File: src/rtl/decodificador_pwm.sv
// decodificador_pwm: receiver side of the servo PWM link.
// Synchronizes pwm_in, measures high time and rise-to-rise period in clock
// cycles, decodes the width back to the 2-bit posicao code, and flags missing
// signal (sem_sinal) and widths outside every tolerance band (erro_pulso).
module decodificador_pwm #(
    parameter int T_1MS   = 50_000,
    parameter int T_15MS  = 75_000,
    parameter int T_2MS   = 100_000,
    parameter int TOL     = 2_500,
    parameter int TIMEOUT = 1_250_000,
    parameter int N       = 21
) (
    input  logic         clock,
    input  logic         reset,
    input  logic         pwm_in,
    output logic [1:0]   posicao,
    output logic [N-1:0] largura,
    output logic [N-1:0] periodo,
    output logic         valido,
    output logic         erro_pulso,
    output logic         sem_sinal
);

    typedef enum logic [1:0] {ESPERA, ALTO, BAIXO} estado_t;

    localparam logic [N-1:0] UM     = N'(1);
    // Timeout fires on the cycle the idle count would reach TIMEOUT.
    localparam logic [N-1:0] LIMITE = N'(TIMEOUT - 1);

    estado_t        estado, prox_estado;
    logic           s1, s2, s3;
    logic           sobe, desce, esgotado;
    logic [N-1:0]   cnt_alto, cnt_alto_prox;
    logic [N-1:0]   cnt_per, cnt_per_prox;
    logic [N-1:0]   ocioso, ocioso_prox;
    logic [N-1:0]   largura_tmp, largura_tmp_prox;
    logic [1:0]     posicao_prox;
    logic [N-1:0]   largura_prox, periodo_prox;
    logic           valido_prox, erro_prox, sem_prox;
    logic [2:0]     decod;

    // Counters stick at all-ones instead of wrapping.
    function automatic logic [N-1:0] sat_inc(input logic [N-1:0] v);
        return (v == '1) ? v : v + 1'b1;
    endfunction

    // Returns {match, code}; bands are inclusive on both ends.
    function automatic logic [2:0] decodifica(input logic [N-1:0] w);
        int wi;
        wi = int'(w);
        if (wi >= T_1MS - TOL && wi <= T_1MS + TOL)
            return 3'b101;
        if (wi >= T_15MS - TOL && wi <= T_15MS + TOL)
            return 3'b110;
        if (wi >= T_2MS - TOL && wi <= T_2MS + TOL)
            return 3'b111;
        return 3'b000;
    endfunction

    assign sobe     = s2 & ~s3;
    assign desce    = ~s2 & s3;
    // A rise in the same cycle always beats the timeout.
    assign esgotado = ~sobe && (ocioso >= LIMITE);
    assign decod    = decodifica(largura_tmp);

    // Next-state and next-output logic of the measurement FSM.
    always_comb begin
        prox_estado      = estado;
        cnt_alto_prox    = cnt_alto;
        cnt_per_prox     = cnt_per;
        largura_tmp_prox = largura_tmp;
        posicao_prox     = posicao;
        largura_prox     = largura;
        periodo_prox     = periodo;
        valido_prox      = 1'b0;
        erro_prox        = 1'b0;
        sem_prox         = sem_sinal;
        ocioso_prox      = sobe ? '0 : sat_inc(ocioso);

        if (sobe)
            sem_prox = 1'b0;

        case (estado)
            ESPERA: begin
                if (sobe) begin
                    prox_estado   = ALTO;
                    cnt_alto_prox = UM;
                    cnt_per_prox  = UM;
                end
            end
            ALTO: begin
                cnt_alto_prox = sat_inc(cnt_alto);
                cnt_per_prox  = sat_inc(cnt_per);
                if (desce) begin
                    prox_estado      = BAIXO;
                    largura_tmp_prox = cnt_alto;
                end
            end
            BAIXO: begin
                cnt_per_prox = sat_inc(cnt_per);
                if (sobe) begin
                    // Commit the completed pulse and start the next one.
                    largura_prox  = largura_tmp;
                    periodo_prox  = cnt_per;
                    valido_prox   = 1'b1;
                    if (decod[2])
                        posicao_prox = decod[1:0];
                    else
                        erro_prox = 1'b1;
                    prox_estado   = ALTO;
                    cnt_alto_prox = UM;
                    cnt_per_prox  = UM;
                end
            end
            default: prox_estado = ESPERA;
        endcase

        // Flat-low and stuck-high both end up here.
        if (esgotado) begin
            sem_prox     = 1'b1;
            posicao_prox = 2'b00;
            prox_estado  = ESPERA;
        end
    end

    // State, synchronizer and output registers with synchronous reset.
    always_ff @(posedge clock) begin
        if (reset) begin
            estado      <= ESPERA;
            s1          <= 1'b0;
            s2          <= 1'b0;
            s3          <= 1'b0;
            cnt_alto    <= '0;
            cnt_per     <= '0;
            ocioso      <= '0;
            largura_tmp <= '0;
            posicao     <= 2'b00;
            largura     <= '0;
            periodo     <= '0;
            valido      <= 1'b0;
            erro_pulso  <= 1'b0;
            sem_sinal   <= 1'b0;
        end else begin
            estado      <= prox_estado;
            s1          <= pwm_in;
            s2          <= s1;
            s3          <= s2;
            cnt_alto    <= cnt_alto_prox;
            cnt_per     <= cnt_per_prox;
            ocioso      <= ocioso_prox;
            largura_tmp <= largura_tmp_prox;
            posicao     <= posicao_prox;
            largura     <= largura_prox;
            periodo     <= periodo_prox;
            valido      <= valido_prox;
            erro_pulso  <= erro_prox;
            sem_sinal   <= sem_prox;
        end
    end

endmodule
File: config.mk
export PLATFORM = sky130hd
export DESIGN_NAME = decodificador_pwm
export DESIGN_NICKNAME = d
export VERILOG_FILES = /design/src/rtl/decodificador_pwm.sv
export SDC_FILE = /design/constraint.sdc
export NUM_CORES = 1
export LEC_CHECK = 0
export ABC_AREA = 0
export ABC_CLOCK_PERIOD_IN_PS = 2400
export BUFFER_PORTS_ARGS = -buffer_cell sky130_fd_sc_hd__clkbuf_2
export CORE_ASPECT_RATIO = 1.5
export CORE_MARGIN = 2
export CORE_UTILIZATION = 60
export CTS_BUF_LIST = sky130_fd_sc_hd__clkbuf_8 sky130_fd_sc_hd__clkbuf_16
export CTS_CLUSTER_DIAMETER = 100
export DETAILED_ROUTE_END_ITERATION = 12
export PLACE_DENSITY = 0.88
export SKIP_CTS_REPAIR_TIMING = 1
export SLEW_MARGIN = 25
export SYNTH_ARGS = -nofsm -noshare
export SYNTH_HDL_FRONTEND = slang
export SYNTH_SLANG_ARGS = --single-unit
File: constraint.sdc
create_clock -name clock -period 2.4 [get_ports clock]
set_input_delay 0.24 -clock clock [delete_from_list [all_inputs] [get_ports clock]]
set_output_delay 0.24 -clock clock [all_outputs]
set_load 0.005 [all_outputs]
**Word level (Yosys, flattened, before mapping)**

Index checks and enable logic that the tools add are counted.

- Add/sub/neg operators: 3
- $lt $le $gt $ge: 7
- Equal/unequal tests: 9
- Muxes and demuxes: 25
- Bitwise logic cells: 6
- Reduce and logical (&&, ||, !) cells: 19

Operators with widths:

| operator | number |
|---|---|
| 21-bit 2-to-1 mux | 4 |
| 21-bit by 1-bit adder with 21-bit output, second input constant | 3 |
| 21-bit == test, second input constant | 3 |
| 21-bit case mux with 3 select lines | 1 |
| 21-bit by 17-bit >= comparator with 1-bit output, second input constant | 2 |
| 21-bit by 17-bit less-or-equal comparator with 1-bit output, second input constant | 2 |
| 21-bit case mux with 2 select lines | 1 |
| 21-bit by 16-bit >= comparator with 1-bit output, second input constant | 1 |
| 21-bit >= comparator, second input constant | 1 |
| 21-bit by 16-bit less-or-equal comparator with 1-bit output, second input constant | 1 |
| 3-bit 2-to-1 mux | 6 |
| 1-bit 2-to-1 mux | 10 |
| 2-bit AND reduction | 4 |
| 2-bit OR reduction | 4 |
| 2-bit inequality test, second input constant | 3 |
| 3-bit AND reduction | 2 |
| 1-bit logical AND | 4 |
| 2-bit 2-to-1 mux | 2 |
| 1-bit inverter | 4 |
| 2-bit case mux with 2 select lines | 1 |
| 2-bit nonzero test | 2 |
| 3-bit nonzero test | 1 |
| 3-bit OR reduction | 1 |
| 1-bit AND | 2 |
| 4 further kinds | 4 |

- Register bits: 136
- Input bits: 3
- Output and inout port bits: 47
- Word-level logic and storage cells: 83

**Logic depth before layout (Yosys ltp)**

Gate-level depths: netlist of run 1.

- Word-level depth: 10
- Mapped depth: 9
- Depth with buffers taken out: 8

**Worst setup path before layout of run 1**

OpenSTA, ideal clock, no wires.

- Kind: register to register
- Start: register estado[0]
- End: register cnt_alto[19]
- Arrival: 1.929 ns
- Path slack: 0.344 ns
- Cell stages (with the launch flop): 10
- Buffers on the path: 1
- Cells stage by stage: dfxtp_1 > inv_1 > ha_1 > nor2_1 > mux2i_1 > or3_1 > clkbuf_1 > nor4_1 > xnor2_1 > nor2_1

- Cells in the longest elaborated chain, start to end: 4
- Elaborated cells between the ends (all ways): 9
- Those cells by class: eq/ne (4); mux (1); reduce/logical (4)

RTL lines:

| what | RTL line | RTL |
|---|---|---|
| from (decl) | 30 | `estado_t estado, prox_estado;` |
| from (signal assigned) | 144 | `estado <= prox_estado;` |
| 2-bit == test / 2-bit logical NOT (equally long branches) | 83 | `case (estado)` |
| 2-bit OR reduction (no source line) | - |  |
| 2-bit by 1-bit inequality test with 1-bit output (no source line) / 2-bit nonzero test (equally long branches) | - |  |
| 3-bit AND reduction (no source line) | - |  |
| to (signal assigned) | 148 | `cnt_alto <= cnt_alto_prox;` |
| to (decl) | 33 | `logic [N-1:0] cnt_alto, cnt_alto_prox;` |

Several ways; a longest one is shown, not always the timed one.
A chain may end at the register's enable or synchronous reset.

**Final worst setup path of run 1**

- Start: register estado[0]
- End: register cnt_alto[13]

The elaborated chain is that of the path after synthesis.

==> results of run 1 <==
[cells in the mapped netlist (all sizes together) (8+ instances only)]
| library cell | number |
|---|---|
| nand2 | 171 |
| dfxtp | 136 |
| a21oi | 91 |
| nor2 | 77 |
| clkbuf | 31 |
| nand3 | 27 |
| xnor2 | 27 |
| nor3 | 24 |
| o21ai | 23 |
| buf | 17 |
| nand4 | 14 |
| and3 | 13 |
| inv | 13 |
| nor4 | 12 |
| xor2 | 9 |
| or3 | 8 |
| or4 | 8 |
[registers in the layout (all words and copies together), names as in the netlist]
register and flops:
sem_sinal 1, posicao 2, estado 2, s1 1, largura 21, valido 1
cnt_per 21, cnt_alto 21, periodo 21, s3 1, ocioso 21, largura_tmp 21
erro_pulso 1, s2 1
[layout make-up]
type                       instances  area [sq um]  share of cell area
clock buffer                      17         425.4             0.05755
clock inverter                    15         226.5             0.03064
inverter                          13         48.80            0.006601
multi-input combinational        604          3358              0.4543
sequential                       136          2723              0.3683
tap                              144         180.2             0.02437
timing repair buffer              72         430.4             0.05823
[power breakdown]
group          internal [mW]  switching, mW  leakage, nW
Combinational         0.0313         0.0771         1.26
Sequential              2.27         0.0118         1.10
Clock                   1.84           1.02        0.309
[per-layer routing]
layer	part of all wire	vias up
li1	-	2884
met1	0.38	2706
met2	0.53	198
met3	0.048	54
met4	0.039	0
met5	0	-
[cell usage in the layout, fill, tap and decap left out, types with 3 or more instances in the layout]
cell / instances
sky130_fd_sc_hd__xnor2_1: 27
sky130_fd_sc_hd__nor2b_1: 6
sky130_fd_sc_hd__o21ai_0: 20
sky130_fd_sc_hd__nor2_1: 77
sky130_fd_sc_hd__nand4b_1: 3
sky130_fd_sc_hd__a21o_1: 5
sky130_fd_sc_hd__a41oi_1: 6
sky130_fd_sc_hd__inv_1: 13
sky130_fd_sc_hd__or4_1: 5
sky130_fd_sc_hd__ha_1: 7
sky130_fd_sc_hd__clkinv_4: 4
sky130_fd_sc_hd__nor3_1: 24
sky130_fd_sc_hd__nand4_1: 13
sky130_fd_sc_hd__and2_1: 6
sky130_fd_sc_hd__nand3_1: 26
sky130_fd_sc_hd__nor4_1: 9
sky130_fd_sc_hd__nand3b_1: 4
sky130_fd_sc_hd__clkinvlp_4: 3
sky130_fd_sc_hd__o41ai_1: 3
sky130_fd_sc_hd__xor2_1: 9
sky130_fd_sc_hd__bufinv_16: 5
sky130_fd_sc_hd__clkbuf_16: 17
sky130_fd_sc_hd__clkbuf_2: 49
sky130_fd_sc_hd__a211oi_1: 3
sky130_fd_sc_hd__and4_1: 6
sky130_fd_sc_hd__and3_1: 13
sky130_fd_sc_hd__a21oi_1: 91
sky130_fd_sc_hd__nand2_1: 171
sky130_fd_sc_hd__a311oi_1: 4
sky130_fd_sc_hd__dfxtp_1: 136
sky130_fd_sc_hd__or3_1: 8
sky130_fd_sc_hd__a211o_1: 3
sky130_fd_sc_hd__a31oi_1: 6
sky130_fd_sc_hd__buf_4: 22
sky130_fd_sc_hd__or2_2: 3
sky130_fd_sc_hd__o211ai_1: 4
[worst paths after layout]
path	endpoint
max	cnt_alto[13]
min	s1
max reg2reg	cnt_alto[13]
min reg2reg	periodo[17]
[worst reg2reg max path, stage by stage, from the launching register on]
cell and delay, ns:
sky130_fd_sc_hd__dfxtp_1 0.40, sky130_fd_sc_hd__inv_1 0.09, sky130_fd_sc_hd__ha_1 0.27, sky130_fd_sc_hd__nor2_1 0.18, sky130_fd_sc_hd__mux2i_1 0.13, sky130_fd_sc_hd__or3_1 0.47, sky130_fd_sc_hd__nor3_1 0.32, sky130_fd_sc_hd__xnor2_1 0.17
sky130_fd_sc_hd__nor2_1 0.05
[stage by stage]
stage               power (mW)    util  cell area (sq um)  std cells  hold slack (ns)
finish                   5.249  0.7096               7392       1001          0.03461
global route             5.384  0.7096               7392       1001          0.03474
CTS                      5.267  0.7096               7392       1001          0.03358
detailed placement       2.435  0.6470               6740        969           0.4458
global placement         2.434  0.6470               6740        969           0.4319
floorplan                2.401       -               6342        801           0.3682
[cells by family after synthesis]
group / count (synthesis) / synth area share
adder cells (fa/ha/maj): 7 / 0.01381
multiplexers: 3 / 0.004932
buffers and inverters: 61 / 0.04202
AO/OA/AOI/OAI: 167 / 0.1620
flip-flops: 136 / 0.4293
AND/OR/NAND/NOR: 391 / 0.2983
XOR/XNOR: 36 / 0.04972
==> impl_metrics.env, run 1 <==
export IMPL_dpl_hpwl_mm=10.40
export IMPL_die_h_um=129.9
export IMPL_worst_path_max_fanout=8
export IMPL_synth_area_per_cell_sq_um=7.918
export IMPL_cts_clk_slew_worst_paths_ns=0.06
export IMPL_synth_seq_area_share=0.4293
export IMPL_num_io_pins=50
export IMPL_syn_instance_count=801
export IMPL_setup_tns_final_ns=0
export IMPL_timing_critical_path_from="estado[0]"
export IMPL_netlist_cell_type_count=67
export IMPL_synthesis_yosys_warnings=0
export IMPL_antenna_cells_inserted=0
export IMPL_post_syn_area_sq_um=6342
export IMPL_type_of_element_capturing_the_critical_path="flip-flop"
export IMPL_power_static_leakage_nw=2.669
export IMPL_r2r_cells=8
export IMPL_synth_edff_count=0
export IMPL_timing_hold_worst_path_depth=2
export IMPL_synth_register_bits=136
export IMPL_critPathMostFrequentCell="sky130_fd_sc_hd__nor2_1"
export IMPL_initial_antenna_violation_count=0
export IMPL_timing_worst_setup_path_type="reg -> reg"
export IMPL_required_ns=2.71
export IMPL_grt_busiest_layer="met2"
export IMPL_total_nets_after_synthesis=811
export IMPL_finalHoldViolCount=0
export IMPL_groute_layer_met2_usage=0.5009
export IMPL_h_tree_depth=4
export IMPL_number_of_remaining_drc_errors=0
export IMPL_pin_count_of_the_biggest_net_entering_global_routing=83
export IMPL_vdd_ir_drop_worst_mv=0.5141
export IMPL_n_fill_cell=785
export IMPL_wl_per_cell_um=15.32
export IMPL_synth_main_ff_cell="sky130_fd_sc_hd__dfxtp_1"
export IMPL_timing_clock_skew_ns=0.006854
export IMPL_status="completed"
export IMPL_layout_area_overhead_vs_synth_pct=16.55
export IMPL_r2r_setup_slk_ns=0.19
export IMPL_timing_rr_start="estado[0]"
export IMPL_groute_usage_overall=0.2787
export IMPL_tritoncts="yes"
export IMPL_fraction_of_layout_cells_with_a_size_suffix_above_1=0.1447
export IMPL_cp_depth=8
export IMPL_synth_area_top_cells="sky130_fd_sc_hd__dfxtp_1 (43%), sky130_fd_sc_hd__nand2_1 (10%), sky130_fd_sc_hd__a21oi_1 (7.2%)"
export IMPL_drt_wl_total_mm=15.34
export IMPL_grt_overflow=0
export IMPL_initial_utilization=0.6088
export IMPL_slew_viol_final=0
export IMPL_core_region_area_sq_um=10420
export IMPL_postSynth_asyncResetShare=0
export IMPL_setup_slack_ns=0.1900
export IMPL_num_rows=46
export IMPL_fin_crit_sh=0.9209
export IMPL_via_count_of_the_first_global_routing_pass=5543
export IMPL_cpMaxStageDelayCell="sky130_fd_sc_hd__or3_1"
export IMPL_cts_buffers_inserted=17
export IMPL_groute_layer_met3_usage=0.07843
export IMPL_crit_path_max_incr_delay_ns=0.47
export IMPL_least_margin_pin_slew_ns=0.8100
export IMPL_timing_max_cap_violations=0
export IMPL_crit_family="simple AND/OR/NAND/NOR gates"
export IMPL_first_iter_violations=400
export IMPL_fmax_mhz=452.5
export IMPL_cts_root_buffer="sky130_fd_sc_hd__clkbuf_16"
export IMPL_preCtsSetupSlack_ns=0.2798
export IMPL_rsz0062_at_grt="false"
export IMPL_remaining_max_slew_budget_at_the_tightest_pin=0.4559
export IMPL_met1_usage=0.2852
export IMPL_worstSkewPairLatency_ns=0.43
export IMPL_timing_critical_path_buf_inv=1
export IMPL_worst_ep_arrival_time_ns=2.52
export IMPL_min_delay_path_class="in -> reg"
export IMPL_power_per_cell_area_nw_per_um2=710.1
export IMPL_grt_pass1_wl_mm=24.80
export IMPL_postRouteAntennaNets=0
export IMPL_critical_path_cell_list="inv_1 > ha_1 > nor2_1 > mux2i_1 > or3_1 > nor3_1 > xnor2_1 > nor2_1"
export IMPL_clkSinkCount=136
export IMPL_first_pass_iters=7
export IMPL_clk_path_buf_depth=2
export IMPL_startpoint_type="flip-flop"
export IMPL_finalSetupViolCount=0
export IMPL_overall_die_width_um=87.95
export IMPL_number_of_port_buffers=49
export IMPL_holdCritStartpoint="pwm_in"
export IMPL_vias_post_dr=5842
export IMPL_number_of_nets_in_the_layout=854
export IMPL_fraction_of_synthesized_cell_area_taken_by_the_top_area_cell_type=0.4293
export IMPL_fin_crit_period_ns=2.210
export IMPL_gp_congestion=0.9188
export IMPL_synth_largest_area_cell="sky130_fd_sc_hd__dfxtp_1"
export IMPL_routed_via_density=5.836
export IMPL_die_area_sq_um=11430
Power figures use the tool's default switching activity.
==> run 2, diff against run 1 <==
--- a/config.mk
+++ b/config.mk
@@ -14,7 +14,7 @@
 export CTS_BUF_LIST = sky130_fd_sc_hd__clkbuf_8 sky130_fd_sc_hd__clkbuf_16
 export CTS_CLUSTER_DIAMETER = 100
 export DETAILED_ROUTE_END_ITERATION = 12
-export PLACE_DENSITY = 0.88
+export PLACE_DENSITY = 0.8
 export SKIP_CTS_REPAIR_TIMING = 1
 export SLEW_MARGIN = 25
 export SYNTH_ARGS = -nofsm -noshare
==> impl_metrics.env, run 2 (synthesis gave the netlist of run 1 again) <==
export IMPL_fmax_mhz=447.4
export IMPL_n_fill_cell=847
export IMPL_least_margin_pin_slew_ns=0.8279
export IMPL_post_route_util=0.7068
export IMPL_route_top_layer_used="met4"
export IMPL_overall_die_width_um=87.95
export IMPL_gp_congestion=0.9770
export IMPL_finalHoldViolCount=0
export IMPL_dp_cells=971
export IMPL_drt_wl_total_mm=15.66
export IMPL_grt_overflow=0
export IMPL_type_of_element_capturing_the_critical_path="flip-flop"
export IMPL_rsz0062_at_grt="false"
export IMPL_finalSetupViolCount=0
export IMPL_comb_power_share=0.021
export IMPL_status="completed"
export IMPL_slew_viol_final=0
export IMPL_p_sw_mw=1.052
export IMPL_worst_ep_arrival_time_ns=2.57
export IMPL_timing_max_cap_violations=0
export IMPL_first_iter_violations=312
export IMPL_num_io_pins=50
export IMPL_power_internal_mw=4.050
export IMPL_met3RoutedLength_um=665
export IMPL_clkSinkCount=136
export IMPL_startpoint_type="flip-flop"
export IMPL_timing_worst_setup_path_type="reg -> reg"
export IMPL_required_ns=2.73
export IMPL_dpl_hpwl_mm=10.95
export IMPL_initial_antenna_violation_count=0
export IMPL_die_area_sq_um=11430
export IMPL_cpMaxStageDelayCell="sky130_fd_sc_hd__dfxtp_1"
export IMPL_layout_cells_most_common="sky130_fd_sc_hd__nand2_1"
export IMPL_cts_root_buffer="sky130_fd_sc_hd__clkbuf_16"
export IMPL_remaining_max_slew_budget_at_the_tightest_pin=0.4439
export IMPL_core_region_area_sq_um=10420
export IMPL_grt_pass1_wl_mm=25.85
export IMPL_timing_clock_skew_ns=0.006761
export IMPL_dpl_instance_area_sq_um=6743
export IMPL_fin_crit_period_ns=2.235
export IMPL_clk_path_buf_depth=2
export IMPL_worst_path_max_fanout=11
export IMPL_number_of_remaining_drc_errors=0
export IMPL_preCtsSetupSlack_ns=0.2112
export IMPL_h_tree_depth=4
export IMPL_fin_crit_sh=0.9313
export IMPL_groute_usage_overall=0.2881
export IMPL_cts_buffers_inserted=17
export IMPL_first_pass_iters=5
export IMPL_number_of_nets_in_the_layout=856
export IMPL_min_delay_path_class="in -> reg"
export IMPL_power_sequential_fraction=0.447
export IMPL_sum_of_internal_switching_and_leakage_power_mw=5.102
export IMPL_fraction_of_layout_cells_with_a_size_suffix_above_1=0.1455
export IMPL_number_of_port_buffers=49
export IMPL_routed_via_density=5.875
export IMPL_postRouteAntennaNets=0
export IMPL_pin_count_of_the_biggest_net_entering_global_routing=45
export IMPL_highest_count_cells_in_the_layout_ignoring_fill_and_taps="sky130_fd_sc_hd__nand2_1 (171), sky130_fd_sc_hd__dfxtp_1 (136), sky130_fd_sc_hd__a21oi_1 (91)"
export IMPL_power_per_cell_area_nw_per_um2=692.9
export IMPL_p_clk_frac=0.532
export IMPL_worst_hold_check_slack_ns=0.03750
export IMPL_via_count_of_the_first_global_routing_pass=5642
export IMPL_cts_clk_slew_worst_paths_ns=0.06
export IMPL_wl_per_cell_um=15.61
export IMPL_worstSkewPairLatency_ns=0.42
export IMPL_critical_path_cell_list="nand4b_4 > or4_1 > or3_1 > a32oi_2 > o21ai_2 > a221oi_2"
export IMPL_crit_path_max_incr_delay_ns=0.58
export IMPL_vias_post_dr=5893
export IMPL_detailroute_wirelength_met2_mm=8.375
export IMPL_power_static_leakage_nw=2.673
export IMPL_antenna_cells_inserted=0
export IMPL_setup_tns_final_ns=0
export IMPL_tritoncts="yes"
export IMPL_met1Wirelength_mm=5.996
export IMPL_die_h_um=129.9
export IMPL_setup_slack_ns=0.1648
export IMPL_finish_cell_count_without_fillers=1003
export IMPL_vdd_ir_drop_worst_mv=0.4941
export IMPL_final_design_area_no_fill_sq_um=7363
export IMPL_num_rows=46
export IMPL_p_sw_frac=0.2061
export IMPL_layout_area_overhead_vs_synth_pct=16.10
export IMPL_initial_utilization=0.6088
==> run 2: changes by cell type in the layout (fill, tap and decap cells not counted) <==
cell,delta
sky130_fd_sc_hd__clkbuf_8,+1
sky130_fd_sc_hd__clkinv_2,+3
sky130_fd_sc_hd__buf_12,-1
sky130_fd_sc_hd__bufinv_16,-1
sky130_fd_sc_hd__inv_6,-1
sky130_fd_sc_hd__inv_1,+1
sky130_fd_sc_hd__clkinv_4,-2
sky130_fd_sc_hd__clkinvlp_4,-1
sky130_fd_sc_hd__buf_4,+3
==> run 2: final timing paths <==
path                                   end  depth (start not counted)             from  slack [ns]
worst max-delay path            posicao[1]                          6  largura_tmp[13]        0.16
worst min-delay path                    s1                          2           pwm_in        0.04
worst max register to register  posicao[1]                          6  largura_tmp[13]        0.16
worst min register to register  periodo[9]                          2       periodo[9]        0.45
==> run 2: layer usage <==
metal | vias to the layer above | GRT usage
li1 | 2888 | -
met1 | 2761 | 0.3045
met3 | 57 | 0.06958
met2 | 187 | 0.5223
met4 | 0 | 0.1457
met5 | - | 0
==> run 2: power by group through the flow <==
stage / clock network (mW) / logic, mW / registers, mW
after global placement: 0 / 0.102 / 2.33
after global routing: 2.84 / 0.119 / 2.28
after detailed placement: 0 / 0.106 / 2.33
after CTS: 2.74 / 0.107 / 2.28
after floorplan: 0 / 0.0754 / 2.33
final: 2.72 / 0.107 / 2.28
==> run 2: area by class of cell <==
type / instances / area (sq um) / area share
multi-input combinational: 604 / 3358 / 0.4561
sequential: 136 / 2723 / 0.3698
clock buffer: 18 / 439.2 / 0.05964
timing repair buffer: 74 / 432.9 / 0.05879
clock inverter: 14 / 181.4 / 0.02464
tap: 144 / 180.2 / 0.02447
inverter: 13 / 48.80 / 0.006627
==> run 2: worst max-delay path, delay by kind of cell, from the launching register on <==
kind,cells,cell delay [ns]
AND/OR/NAND/NOR,3,0.98
AO/OA/AOI/OAI,3,0.60
flip-flops,1,0.58
